===== src/rtl/ring_pkg.sv =====
// Shared encodings for the ring/Johnson counter: mode and direction codes and the FSM state type.
package ring_pkg;

    localparam logic MODE_RING    = 1'b0;
    localparam logic MODE_JOHNSON = 1'b1;
    localparam logic DIR_LEFT     = 1'b0;
    localparam logic DIR_RIGHT    = 1'b1;

    typedef enum logic {
        IDLE = 1'b0,
        RUN  = 1'b1
    } state_t;

endpackage


===== src/rtl/ring_state_check.sv =====
// Combinational legality check for a ring (one-hot) or Johnson (0 or 2 circular transitions) state.
module ring_state_check
    import ring_pkg::*;
#(
    parameter int WIDTH = 4
) (
    input  logic [WIDTH-1:0] q,
    input  logic             mode,
    output logic             legal
);

    logic [5:0] w_ones;
    logic [5:0] w_edges;

    always_comb begin
        w_ones  = '0;
        w_edges = '0;
        for (int i = 0; i < WIDTH; i++) begin
            if (q[i])
                w_ones = w_ones + 6'd1;
            if (q[i] != q[(i + 1) % WIDTH])
                w_edges = w_edges + 6'd1;
        end
    end

    always_comb begin
        legal = 1'b0;
        if (mode == MODE_JOHNSON)
            legal = (w_edges == 6'd0) || (w_edges == 6'd2);
        else
            legal = (w_ones == 6'd1);
    end

endmodule


===== src/rtl/param_ring_counter.sv =====
// Parameterised ring/Johnson counter with IDLE/RUN sequencing and registered wrap pulse.
// Optional self-correction of illegal states is enabled by defining RING_SELF_CORRECT_EN.
module param_ring_counter
    import ring_pkg::*;
#(
    parameter int WIDTH = 4
) (
    input  logic             clk,
    input  logic             rst_n,
    input  logic             start,
    input  logic             en,
    input  logic             mode,
    input  logic             dir,
    output logic [WIDTH-1:0] qout,
    output logic             wrap,
    output logic             err
);

    state_t           r_state;
    logic [WIDTH-1:0] r_q;
    logic             r_mode_q;
    logic             r_wrap;
    logic [WIDTH-1:0] w_seed_start;
    logic [WIDTH-1:0] w_seed_run;
    logic [WIDTH-1:0] w_next;
    logic             w_fix;

    // Ring seed is one-hot at bit 0; Johnson seed is all zeros.
    assign w_seed_start = (mode == MODE_JOHNSON) ? '0 : WIDTH'(1);
    assign w_seed_run   = (r_mode_q == MODE_JOHNSON) ? '0 : WIDTH'(1);

    always_comb begin
        w_next = r_q;
        if (r_mode_q == MODE_JOHNSON) begin
            if (dir == DIR_LEFT)
                w_next = {r_q[WIDTH-2:0], ~r_q[WIDTH-1]};
            else
                w_next = {~r_q[0], r_q[WIDTH-1:1]};
        end else begin
            if (dir == DIR_LEFT)
                w_next = {r_q[WIDTH-2:0], r_q[WIDTH-1]};
            else
                w_next = {r_q[0], r_q[WIDTH-1:1]};
        end
    end

`ifdef RING_SELF_CORRECT_EN
    logic w_legal;
    logic r_err;

    ring_state_check #(.WIDTH(WIDTH)) u_check (
        .q     (r_q),
        .mode  (r_mode_q),
        .legal (w_legal)
    );

    assign w_fix = (r_state == RUN) && !w_legal;

    always_ff @(posedge clk or negedge rst_n) begin
        if (!rst_n)
            r_err <= 1'b0;
        else
            r_err <= !start && w_fix;
    end

    assign err = r_err;
`else
    assign w_fix = 1'b0;
    assign err   = 1'b0;
`endif

    always_ff @(posedge clk or negedge rst_n) begin
        if (!rst_n) begin
            r_state  <= IDLE;
            r_q      <= '0;
            r_mode_q <= MODE_RING;
            r_wrap   <= 1'b0;
        end else begin
            r_wrap <= 1'b0;
            if (start) begin
                r_state  <= RUN;
                r_mode_q <= mode;
                r_q      <= w_seed_start;
            end else if (w_fix) begin
                r_q <= w_seed_run;
            end else if (r_state == RUN && en) begin
                r_q    <= w_next;
                r_wrap <= (w_next == w_seed_run);
            end
        end
    end

    assign qout = r_q;
    assign wrap = r_wrap;

endmodule


===== config.mk =====
export PLATFORM = sky130hd
export DESIGN_NAME = param_ring_counter
export DESIGN_NICKNAME = d
export VERILOG_FILES = /design/src/rtl/ring_pkg.sv /design/src/rtl/ring_state_check.sv /design/src/rtl/param_ring_counter.sv
export SDC_FILE = /design/constraint.sdc
export NUM_CORES = 1
export LEC_CHECK = 0
export CAP_MARGIN = 30
export CORE_AREA = 2 2 39 41
export DETAILED_ROUTE_END_ITERATION = 8
export DIE_AREA = 0 0 41 43
export MAX_ROUTING_LAYER = met4
export SYNTH_ARGS = -nofsm -noshare
export SYNTH_HDL_FRONTEND = slang
export SYNTH_SLANG_ARGS = --single-unit

===== constraint.sdc =====
create_clock -name clk -period 1.37 [get_ports clk]
set_clock_uncertainty 0.2 [all_clocks]
set_input_delay 0.3425 -clock clk [delete_from_list [all_inputs] [get_ports clk]]
set_output_delay 0.3425 -clock clk [all_outputs]
set_load 0.02 [all_outputs]

==> results <==
## sequential cells by signal (all words and copies together), names as in the netlist
signal,count
r_state,1
wrap,1
r_mode_q,1
qout,4
## power by group
group	switching (mW)	leakage, nW	total, mW	internal [mW]
clock network	0.0897	0.0150	0.202	0.112
registers	0.0138	0.0817	0.235	0.222
logic	0.0775	0.187	0.173	0.0950
## path summary, 6_finish.rpt
kind | to | slack (ps) | cells past startpoint
max in group asynchronous | qout[2] | 570 | 1
max reg2reg | wrap | -180 | 3
min in group clk | qout[3] | 190 | 2
max | wrap | -180 | 3
min | r_mode_q | 140 | 1
min reg2reg | r_state | 320 | 1
## worst max-delay path, cell delays in order, from the launching register on
cell	delay, ps
dfrtp_2	420
or3b_1	360
a21o_1	190
a2111oi_4	280
## cell usage after synthesis
master and n:
buf_4 1, nor3_1 1, nor2_1 4, clkbuf_1 1
nor4b_1 1, buf_6 1, a22oi_1 1, nand4b_1 1
a2111oi_4 1, nand2_1 3, conb_1 1, xnor2_1 1
a21o_1 1, o211ai_1 1, a21oi_1 2, a211o_2 1
or2_2 1, xor2_1 1, and2_1 1, or2b_1 1
mux2i_1 1, dfrtp_1 7, mux2_2 2, or3b_1 1
a211oi_1 1
## cells by family (layout without fill, tap and decap cells)
group	after synthesis	after routing
compound gates	8	8
xor+xnor	2	2
buf+inv	3	25
flops	7	7
mux	3	3
other cells	1	1
simple gates	14	14
## what timing repair did
item                                    in CTS  in global routing
hold endpoints to repair                     0                  0
pin swaps                                    0                  4
resized for setup                           24                 12
setup buffers                                0                  1
endpoints found under the setup margin      10                  8
## layer usage
layer,vias to the layer above,GRT usage,wire [um]
li1,175,-,-
met1,183,0.1821,433
met2,11,0.1750,448
met3,5,0.01571,26
met4,0,0.1200,46
met5,-,-,0
## per-stage QoR
stage	setup TNS (ps)	instance area, um2	worst slack (ps)	utilization	std cells
3_3_place_gp	-2932	581.8	-566.8	0.4204	71
4_1_cts	-271.5	591.8	-171.5	0.4277	75
6_report	-293.6	636.9	-179.5	0.4602	76
5_1_grt	-552.0	636.9	-224.2	0.4602	76
3_5_place_dp	-3009	581.8	-601.2	0.4204	71
2_1_floorplan	-189.5	409.1	-189.5	-	38
## layout make-up
type                            instances  area (um2)
Fill cell                             129       747.0
Tap cell                               16       20.02
Clock buffer                            4       26.28
Sequential cell                         7       178.9
Multi-Input combinational cell         28       226.5
Timing Repair Buffer                   21       185.2
==> results.yml <==
timing:
  max_freq_mhz: 645.4
  finalMaxSlewViolations: 0
  fin_ws_ps: -179.5
  period_needed_ps: 1549
  period_share: 1.131
  setup_violations: 4
  rsz0062_at_grt: "true"
  holdWs_ps: 135.7
  finalHoldViolations: 0
floorplanning:
  chipWidth_um: 41
  core_area_um2: 1384
  die_y_um: 43
  die_area_um2: 1763
  initial_core_util: 0.2939
  row_count: 14
  io_pins: 12
worst_setup_path:
  r2r_start: "qout[2]"
  crit_fanout: 3
  critPathLaunchType: "flip-flop"
  cp-startpoint: "qout[2]"
  cp.required_ps: 1330
  critical_path_class: "reg -> reg"
  arrival_ps: 1510
  crit_path_end_kind: "flip-flop"
logic_synthesis:
  syn-num-nets: 44
  synth_xor_area_frac: 0.04308
  synth.avg_cell_area_um2: 10.70
  synth-seq-cells: 7
  synthSimpleGateAreaFrac: 0.1908
  syn_area_um2: 406.6
  yosysSeqAreaShare: 0.4308
  ys_warn_count: 0
  synth_mux_area_frac: 0.08000
  synth_top_family_by_area: "compound AO/OA/AOI/OAI gates"
  yosysTopAreaCell: "dfrtp_1"
  synthDistinctLibCells: 25
  synthAdderAreaFrac: 0
  synth_compound_area_frac: 0.1908
  syn_inst: 38
  netlist.area_leader.share: 0.4308
  synth_top_cells_by_area: "dfrtp_1, a2111oi_4, mux2_2"
placement:
  dpl.hpwl_um: 651.3
  io_buffers: 10
  gp_congestion: 0.7652
routing:
  routed_via_density: 4.921
  vias: 374
  ant_nets: 0
  firstDrtPassIters: 4
  first_iter_violations: 10
  wl_per_cell_um: 12.58
  drc_errors: 0
  wirelength_um: 956
clock_tree:
  cts_hold_buf: 0
  cts_tree: "done"
  cts_buffers: 3
  cts.path.max_buffers: 2
  insertion_delay_ps: 260
  clkTransAtPathRegs_ps: 60
  htreeDepth: 1
  clock-sinks: 7
  cts_root_buf: "clkbuf_4"
power_and_ir_drop:
  ir_drop_v: 0.0004159
  power.leakage_nw: 0.2835
  power.total_mw: 0.6096
  powerDensity_nw_per_um2: 957.2
global_route:
  grt_pass1_vias: 371
  overflow: 0
  antenna_found_initial: 0
  grtUsageTotal: 0.1371
  grt_max_degree: 8
  grt_pass1_wl_um: 1518
status:
  status: "complete, but fails checks"
  violations: "negative setup slack"
final_layout:
  diodes: 0
  mostFrequentLayoutCell: "buf_4"
  layout-drive-gt1-share: 0.5333
  layout_common_cells: "buf_4, buf_6, dfrtp_1"
  area_growth_pct: 56.62
  nets: 67
worst_hold_path:
  min_path_type: "in -> async"
run:
  drv_cap: 0
Power figures use the tool's default switching activity.
